[src/rtl/mem_link_arbiter.sv]
// mem_link_arbiter
//   Shares one link channel between N = 1<<REQ_BIT CPU-side memory requesters.
//   A round-robin arbiter picks one pending request, packs it into a single
//   link message, then waits for the matching response (or a timeout) before
//   returning read data / error to the granted requester. One transaction is
//   outstanding at a time.
//
// Ports
//   CLK, RST                 clock (posedge), synchronous active-low reset
//   req_valid/write[N]       per-requester request strobe (held until ready) / rw
//   req_mask[4N]             per-requester byte enables (writes only)
//   req_addr/wdata[32N]      per-requester address / write data
//   req_ready[N]             one-cycle pulse: request sent on the link
//   resp_valid[N]            one-cycle pulse: transaction done for that requester
//   resp_err, resp_rdata     timeout/malformed flag and read data, with resp_valid
//   ch_writable              link write FIFO not full
//   ch_write_flag/data       push strobe and message {len[4:0], payload}
//   ch_readable, ch_read_data  link read FIFO not empty, FWFT head
//   ch_read_flag             pop strobe to link read FIFO

// Per-requester message packing: {length, payload} for one request.
module mem_link_req_pack #(
    parameter int MESSAGE_BIT = 72
) (
    input  logic                   write,
    input  logic [3:0]             mask,
    input  logic [31:0]            addr,
    input  logic [31:0]            wdata,
    output logic [MESSAGE_BIT+4:0] msg
);
    always_comb begin
        msg = '0;
        msg[MESSAGE_BIT+4 -: 5] = write ? 5'd9 : 5'd5;
        // Reads carry no data or byte enables on the wire.
        msg[71:0] = {(write ? wdata : 32'h0), addr, 3'b000, write, (write ? mask : 4'h0)};
    end
endmodule

module mem_link_arbiter #(
    parameter int REQ_BIT     = 1,
    parameter int MESSAGE_BIT = 72,
    parameter int TIMEOUT     = 4095,
    localparam int N          = 1 << REQ_BIT,
    localparam int MW         = MESSAGE_BIT + 5
) (
    input  logic            CLK,
    input  logic            RST,
    input  logic [N-1:0]    req_valid,
    input  logic [N-1:0]    req_write,
    input  logic [4*N-1:0]  req_mask,
    input  logic [32*N-1:0] req_addr,
    input  logic [32*N-1:0] req_wdata,
    output logic [N-1:0]    req_ready,
    output logic [N-1:0]    resp_valid,
    output logic            resp_err,
    output logic [31:0]     resp_rdata,
    input  logic            ch_writable,
    output logic            ch_write_flag,
    output logic [MW-1:0]   ch_write_data,
    input  logic            ch_readable,
    input  logic [MW-1:0]   ch_read_data,
    output logic            ch_read_flag
);
    typedef enum logic {ST_IDLE, ST_WAIT} state_t;

    state_t               state;
    logic [REQ_BIT-1:0]   last_grant;
    logic [REQ_BIT-1:0]   cur_grant;
    logic                 cur_write;
    logic [15:0]          wait_cnt;

    logic [N-1:0][MW-1:0] msg_all;
    logic [REQ_BIT-1:0]   grant_idx;
    logic [REQ_BIT-1:0]   scan_idx;
    logic [4:0]           rsp_len;
    logic                 rsp_ok;
    logic [31:0]          rsp_rdata;
    logic                 pop_ok;
    logic                 rsp_unused;

    for (genvar gi = 0; gi < N; gi++) begin : g_pack
        mem_link_req_pack #(.MESSAGE_BIT(MESSAGE_BIT)) u_pack (
            .write (req_write[gi]),
            .mask  (req_mask[4*gi +: 4]),
            .addr  (req_addr[32*gi +: 32]),
            .wdata (req_wdata[32*gi +: 32]),
            .msg   (msg_all[gi])
        );
    end

    // Round robin: scan from the farthest offset down so the closest
    // requester after last_grant is the one left standing.
    always_comb begin
        grant_idx = last_grant;
        scan_idx  = '0;
        for (int i = N; i >= 1; i--) begin
            scan_idx = last_grant + REQ_BIT'(i);
            if (req_valid[scan_idx]) grant_idx = scan_idx;
        end
    end

    // A pop issued last cycle has not reached the FIFO head yet; the flag
    // guard keeps the same word from being consumed twice.
    assign pop_ok = ch_readable && !ch_read_flag;

    assign rsp_len    = ch_read_data[MW-1 -: 5];
    assign rsp_ok     = cur_write ? (rsp_len == 5'd0) : (rsp_len == 5'd4);
    assign rsp_rdata  = (rsp_ok && !cur_write) ? ch_read_data[31:0] : 32'h0;
    assign rsp_unused = ^ch_read_data[MESSAGE_BIT-1:32];

    always_ff @(posedge CLK) begin
        if (!RST) begin
            state         <= ST_IDLE;
            last_grant    <= '1;
            cur_grant     <= '0;
            cur_write     <= 1'b0;
            wait_cnt      <= '0;
            req_ready     <= '0;
            resp_valid    <= '0;
            resp_err      <= 1'b0;
            resp_rdata    <= '0;
            ch_write_flag <= 1'b0;
            ch_write_data <= '0;
            ch_read_flag  <= 1'b0;
        end else begin
            req_ready     <= '0;
            resp_valid    <= '0;
            resp_err      <= 1'b0;
            resp_rdata    <= '0;
            ch_write_flag <= 1'b0;
            ch_write_data <= '0;
            ch_read_flag  <= 1'b0;
            case (state)
                ST_IDLE: begin
                    if (pop_ok) begin
                        // Late response from an abandoned/timed-out request.
                        ch_read_flag <= 1'b1;
                    end else if (|req_valid && ch_writable) begin
                        ch_write_flag <= 1'b1;
                        ch_write_data <= msg_all[grant_idx];
                        req_ready     <= N'(1) << grant_idx;
                        cur_grant     <= grant_idx;
                        cur_write     <= req_write[grant_idx];
                        last_grant    <= grant_idx;
                        wait_cnt      <= '0;
                        state         <= ST_WAIT;
                    end
                end
                ST_WAIT: begin
                    if (pop_ok) begin
                        ch_read_flag <= 1'b1;
                        resp_valid   <= N'(1) << cur_grant;
                        resp_err     <= !rsp_ok;
                        resp_rdata   <= rsp_rdata;
                        state        <= ST_IDLE;
                    end else if (wait_cnt == 16'(TIMEOUT - 1)) begin
                        resp_valid <= N'(1) << cur_grant;
                        resp_err   <= 1'b1;
                        state      <= ST_IDLE;
                    end else begin
                        wait_cnt <= wait_cnt + 16'd1;
                    end
                end
            endcase
        end
    end
endmodule

[config.mk]
export PLATFORM = sky130hd
export DESIGN_NAME = mem_link_arbiter
export DESIGN_NICKNAME = d
export VERILOG_FILES = /design/src/rtl/mem_link_arbiter.sv
export SDC_FILE = /design/constraint.sdc
export NUM_CORES = 1
export LEC_CHECK = 0
export BUFFER_PORTS_ARGS = -buffer_cell sky130_fd_sc_hd__buf_2
export CAP_MARGIN = 20
export CORE_AREA = 4 4 130 132
export DETAILED_ROUTE_END_ITERATION = 7
export DIE_AREA = 0 0 134 136
export PLACE_DENSITY = 0.63
export SETUP_SLACK_MARGIN = 0.5
export SLEW_MARGIN = 20
export SYNTH_ARGS = -nofsm -noshare
export SYNTH_HDL_FRONTEND = slang
export SYNTH_SLANG_ARGS = --single-unit
[constraint.sdc]
create_clock -name CLK -period 3 [get_ports CLK]
set_input_delay 0 -clock CLK [delete_from_list [all_inputs] [get_ports CLK]]
set_output_delay 0 -clock CLK [all_outputs]
set_load 0.005 [all_outputs]
==> results.yml, run 1 <==
sta:
  finalWorstSetupSlack_ps: 610
  setup_viol_count_final: 0
  timing_hold_violations_final: 0
  finalMaxSlewViolations: 0
  rsz0062_at_grt: "true"
  period_share_pct: 79.7
  max_clock_freq_ghz: 0.418
  tightestPinTransition_ps: 649
  fin_setup_tns_ps: 0
  finClkSkew_ps: 9.98
  timing.max_slew.rel_slack_pct: 56.8
  worst_hold_margin_ps: 60.6
  fin_crit_ps: 2390
worst_hold_path:
  holdPathStages: 3
  min_path_type: "input port to flip-flop"
detailed_routing:
  drc: 0
  route.final.wire_length_um: 18500
  firstDrtPassIters: 4
  routed-via-count: 5437
  drt_iter0_drc: 258
  routed_wire_length_per_instance_um: 15.5
  detail-route-antenna-nets: 0
  detail_route.vias_per_cell: 4.57
synthesis:
  count_of_flip_flops_with_a_built_in_enable_after_synthesis: 0
  area_share_of_the_leading_cell_type_in_the_synthesized_netlist_pct: 56.6
  synth.area.top_cells: "sky130_fd_sc_hd__dfxtp_1 (57%), sky130_fd_sc_hd__nand2_1 (6.9%), sky130_fd_sc_hd__a22oi_1 (5.9%)"
  synth_async_sr_flop_share_pct: 0
  post-synth-top-area-cell: "sky130_fd_sc_hd__dfxtp_1"
  avgSynthCellArea_sq_um: 9.25
  synth-main-ff-cell: "sky130_fd_sc_hd__dfxtp_1"
  seq_area_frac_synth_pct: 56.6
  ys_ff_latch: 130
  netlist_instances: 497
  synth_warnings: 0
  netlist_area_before_placement_sq_um: 4600
  netlist-cell-type-count: 55
cells_and_area:
  finish.net_count: 1182
  num-fill-cells: 1362
  area_growth_pct: 86.4
  final_common_cell: "sky130_fd_sc_hd__buf_2"
  most-common-layout-cells: "sky130_fd_sc_hd__buf_2 (291), sky130_fd_sc_hd__dlygate4sd3_1 (172), sky130_fd_sc_hd__dfxtp_1 (130), sky130_fd_sc_hd__nand2_1 (83), sky130_fd_sc_hd__nor2_1 (48)"
  post_route_cells_drive_above_1_share_pct: 36.8
worst_setup_path:
  critPathMaxStageDelay_ps: 560
  critical_path_arrival_ps: 2700
  timing_worst_setup_path_type: "flip-flop to flip-flop"
  critical_path_endpoint_category: "flip-flop"
  slowest_stage: "sky130_fd_sc_hd__or4_4"
  cp_data_required_time_ps: 3310
  cp_num_buf_inv: 1
  worst-path-stages: 6
  worstSetupStartpointType: "flip-flop"
  worstPathMaxFanout: 7
  crit_family: "simple AND/OR/NAND/NOR gates"
  worst_r2r_path_depth: 6
  ordered_cell_list_for_the_critical_path: "ha_1 -> or4b_4 -> or4_4 -> a21oi_4 -> buf_4 -> and2b_2"
grt:
  grt_overflow_total: 0
  initial_antenna_violation_count: 0
  grt_use_total_pct: 19.6
  grt_pass1_vias: 5615
  grt_start_max_net_pins: 35
  global_route_wire_length_before_repair_um: 28100
power_and_ir_drop:
  p_switching_mw: 1.10
  p_seq_share_pct: 40.6
  power.share.combinational_pct: 13.2
  swShare_pct: 25.3
  power_frac_clock_pct: 46.1
  power.static_leakage_nw: 4.10
  highest_ir_drop_seen_on_vdd_mv: 0.374
  power.density_nw_per_um2: 509
  power_report.internal_total_mw: 3.26
  p_total_mw: 4.36
cts:
  cts_clock_pin_slew_for_the_worst_setup_and_hold_paths_ps: 60
  tritoncts: "yes"
  cts_buffer_depth: 2
  cts_root_buf: "sky130_fd_sc_hd__clkbuf_16"
  htree_levels: 4
  clkSinkCount: 130
  cts_made_buffers: 17
  clk-insertion-delay-late_ps: 420
placed_design:
  pre_cts_ws_ps: 472
  numPortBuffers: 291
  finalWeightedCongestion: 0.774
  place.detailed.hpwl_um: 11100
die:
  die-area_sq_um: 18200
  fp.coreArea_sq_um: 15700
  start_util_pct: 29.3
  std_cell_rows: 46
  chipWidth_um: 134
  pin_count: 337
  die_height_um: 136
outcome:
  outcome: "finished clean"
run:
  cap_viol_max_count: 0
==> logic make-up after synthesis <==
group,Yosys count,synth area share (%)
other cells,1,0.0816
flops,130,56.6
fa+ha+maj,2,0.544
xor+xnor,1,0.191
simple gates,204,20.8
buf+inv,49,5.77
compound gates,110,15.9
==> synthesized netlist by cell type (all sizes together), types with 6 or more instances <==
library cell and count:
dfxtp 130, nand2 84, nor2 49, a21oi 41, a22oi 36, and2 35
clkbuf 23, buf 17, nand3 9, inv 8, o211ai 6, o21ai 6
==> repair_timing <==
item / 4_1_cts / 5_1_grt
hold buffers: 172 / 0
setup endpoints to repair: 7 / 31
buffers inserted: 0 / 2
pin swaps: 0 / 1
hold endpoints to repair: 108 / 0
gates resized for setup: 1 / 5
gates cloned: 0 / 0
==> metrics by stage <==
step | utilization [%] | area (sq um) | instances
2_1_floorplan | - | 4610 | 501
3_3_place_gp | 39.6 | 6230 | 982
3_5_place_dp | 39.6 | 6230 | 982
4_1_cts | 54.3 | 8530 | 1186
5_1_grt | 54.5 | 8570 | 1188
6_report | 54.5 | 8570 | 1190
==> metal layers <==
layer  routed length (um)  up-vias  track usage (%)
li1                     -     2604                -
met1                 6710     2518             20.2
met2                 9560      268             35.4
met3                 1660       47             7.99
met4                  551        0             8.23
met5                    0        -                0
==> final timing paths <==
check,start,to,slack (ps)
setup / recovery,wait_cnt[1],state,610
hold / removal,req_write[0],ch_write_data[74],60
setup reg to reg,wait_cnt[1],state,610
hold reg to reg,cur_grant,resp_valid[0],420
==> power groups by stage <==
stage / Clock, mW / Combinational (mW) / Sequential, mW
after CTS: 2.06 / 0.554 / 1.77
after detailed placement: 0 / 0.367 / 1.81
final: 2.01 / 0.578 / 1.77
after global placement: 0 / 0.365 / 1.81
after global routing: 2.14 / 0.629 / 1.78
after floorplan: 0 / 0.183 / 1.81
==> worst min-delay path, stage by stage <==
cell and delay [ps]:
sky130_fd_sc_hd__buf_2 80, sky130_fd_sc_hd__o21a_2 270, sky130_fd_sc_hd__nor3_1 80
==> cell type report <==
class                           instances  area [sq um]  area share, %
Antenna cell                            2          5.00         0.0584
Sequential cell                       130          2600           30.4
Clock buffer                           18           429           5.01
Multi-Input combinational cell        322          1790           20.9
Timing Repair Buffer                  479          3300           38.5
Tap cell                              216           270           3.15
Inverter                                9          33.8          0.394
Clock inverter                         14           144           1.68
==> sequential cells by signal, summed over array words and instances (netlist names) <==
signal         flops
ch_write_data     71
resp_rdata        32
wait_cnt          16
req_ready          2
resp_valid         2
ch_read_flag       1
ch_write_flag      1
cur_grant          1
cur_write          1
last_grant         1
resp_err           1
state              1
(Power assumes the default switching activity.)
==> run 2: changes to the inputs <==
--- a/config.mk
+++ b/config.mk
@@ -7,10 +7,10 @@
 export LEC_CHECK = 0
 export BUFFER_PORTS_ARGS = -buffer_cell sky130_fd_sc_hd__buf_2
 export CAP_MARGIN = 20
-export CORE_AREA = 4 4 130 132
+export CORE_AREA = 4 4 129 131
 export DETAILED_ROUTE_END_ITERATION = 7
-export DIE_AREA = 0 0 134 136
-export PLACE_DENSITY = 0.63
+export DIE_AREA = 0 0 133 135
+export PLACE_DENSITY = 0.66
 export SETUP_SLACK_MARGIN = 0.5
 export SLEW_MARGIN = 20
 export SYNTH_ARGS = -nofsm -noshare
==> constraint.sdc (replaced) <==
create_clock -name CLK -period 2 [get_ports CLK]
set_input_delay 0 -clock CLK [delete_from_list [all_inputs] [get_ports CLK]]
set_output_delay 0 -clock CLK [all_outputs]
set_load 0.005 [all_outputs]
==> results.yml, run 2 (synthesis results as in run 1) <==
placed_design:
  finalWeightedCongestion: 0.808
  place.detailed.hpwl_um: 10900
  pre_cts_ws_ps: -113
  placed_instance_area_sq_um: 6420
  numPortBuffers: 291
worst_setup_path:
  cp_num_buf_inv: 2
  cp_data_required_time_ps: 2300
  rr_startpoint: "wait_cnt[0]"
  worstPathMaxFanout: 5
  critical_path_endpoint_category: "flip-flop"
  critical_path_arrival_ps: 2390
  crit_family: "simple AND/OR/NAND/NOR gates"
  ordered_cell_list_for_the_critical_path: "inv_1 -> ha_1 -> or4b_4 -> or4_4 -> a21oi_4 -> buf_6 -> nor3_2 -> o221a_1"
  timing_worst_setup_path_type: "flip-flop to flip-flop"
  slowest_stage: "sky130_fd_sc_hd__or4b_4"
  regToRegSetupSlack_ps: -90
  worstSetupStartpointType: "flip-flop"
  worst_r2r_path_depth: 8
  worstReg2RegEnd: "wait_cnt[5]"
  critPathMaxStageDelay_ps: 450
  worst-path-stages: 8
power_and_ir_drop:
  highest_ir_drop_seen_on_vdd_mv: 0.568
  power.static_leakage_nw: 4.61
  p_total_mw: 7.02
  power.density_nw_per_um2: 703
sta:
  max_clock_freq_ghz: 0.479
  finalMaxSlewViolations: 0
  worst_hold_margin_ps: 122
  fin_crit_ps: 2090
  rsz0062_at_grt: "true"
  finClkSkew_ps: 13.1
  timing_hold_violations_final: 0
  setup_viol_count_final: 16
  tightestPinTransition_ps: 699
  period_share_pct: 104
  timing.max_slew.rel_slack_pct: 53.0
  finalWorstSetupSlack_ps: -88.8
cts:
  cts_clock_pin_slew_for_the_worst_setup_and_hold_paths_ps: 60
  tritoncts: "yes"
  cts_buffer_depth: 2
  htree_levels: 4
  clkSinkCount: 130
  cts_made_buffers: 17
  cts_root_buf: "sky130_fd_sc_hd__clkbuf_16"
  clk-insertion-delay-late_ps: 420
worst_hold_path:
  hold_startpoint: "req_write[1]"
  min_path_type: "input port to flip-flop"
  hold_path_end: "ch_write_data[4]"
  holdPathStages: 4
grt:
  grt_pass1_vias: 5755
  grt_start_max_net_pins: 39
  global_route_wire_length_before_repair_um: 30300
  initial_antenna_violation_count: 3
  grt_overflow_total: 0
  grt_use_total_pct: 21.7
cells_and_area:
  largest_register: "ch_write_data"
  most-common-layout-cells: "sky130_fd_sc_hd__buf_2 (291), sky130_fd_sc_hd__dlygate4sd3_1 (171), sky130_fd_sc_hd__dfxtp_1 (126), sky130_fd_sc_hd__nand2_1 (79), sky130_fd_sc_hd__nor2_4 (34)"
  post_route_cells_drive_above_1_share_pct: 50.5
  largest_registers: "ch_write_data x71, resp_rdata x32, wait_cnt x16"
  final_common_cell: "sky130_fd_sc_hd__buf_2"
  final_util_pct: 64.0
  largest_reg_flops: 71
  area_growth_pct: 117
  finish.net_count: 1230
  final_design_area_no_fill_sq_um: 9980
die:
  die-area_sq_um: 18000
  pin_count: 337
  fp.coreArea_sq_um: 15600
  die_height_um: 135
  std_cell_rows: 46
  start_util_pct: 29.5
  chipWidth_um: 133
detailed_routing:
  drt_iter0_drc: 333
  routed_wire_length_per_instance_um: 18.9
  route.final.wire_length_um: 23400
  detail-route-antenna-nets: 0
  firstDrtPassIters: 6
  routed-via-count: 5960
  drc: 0
  detail_route.vias_per_cell: 4.81
outcome:
  outcome: "finished with violations"
  failed_checks: "setup timing"
run:
  cap_viol_max_count: 0
-- run 2: cell type report --
| cell class | count | area [sq um] |
|---|---|---|
| fillers | 1102 | 5610 |
| repair buffers | 525 | 4050 |
| flip-flops and latches | 130 | 2610 |
| multi-input cells | 324 | 2400 |
| clock buffers | 17 | 425 |
| well taps | 216 | 270 |
| clock inverters | 15 | 178 |
| inverters | 9 | 38.8 |
| diodes | 3 | 7.51 |
-- run 2: timing repair --
item | in CTS | in global routing
buffers inserted | 7 | 8
endpoints found under the hold margin | 110 | 0
setup endpoints to repair | 33 | 128
gates resized for setup | 48 | 155
hold buffers | 171 | 0
cloned | 9 | 12
pin swaps | 5 | 52
-- run 2: through the flow --
step / setup TNS [ps] / cells
6_report: -769 / 1239
5_1_grt: -2230 / 1238
4_1_cts: -692 / 1216
3_5_place_dp: -683 / 997
3_3_place_gp: -409 / 997
2_1_floorplan: -399 / 501
-- run 2: layer usage --
metal / GRT usage (%) / up-vias / part of all wire, %
li1: - / 2716 / -
met1: 22.6 / 2776 / 35
met2: 38.6 / 378 / 51
met3: 7.00 / 88 / 8.2
met4: 12.0 / 2 / 4.8
met5: 0 / - / 0.030
-- run 2: report_power, final --
group	switching, mW	leakage [nW]	internal (mW)	total (mW)
sequential	0.0240	1.05	2.64	2.66
combinational	0.552	3.26	0.645	1.20
clock	1.37	0.297	1.80	3.16
total	1.94	4.61	5.08	7.02
-- run 2: worst max path at each step --
stage,startpoint,end,slack (ps)
3_5_place_dp,wait_cnt[0],wait_cnt[3],-110
2_1_floorplan,wait_cnt[0],wait_cnt[5],-70
6_report,wait_cnt[0],wait_cnt[5],-90
5_1_grt,wait_cnt[0],wait_cnt[5],-180
4_1_cts,wait_cnt[0],wait_cnt[5],-90
3_3_place_gp,wait_cnt[0],wait_cnt[5],-100
-- run 2: tightest hold or removal path, stage by stage --
cell and delay [ps]:
sky130_fd_sc_hd__buf_2 110, sky130_fd_sc_hd__nor3b_4 170, sky130_fd_sc_hd__nor2_4 170, sky130_fd_sc_hd__nor2_4 50
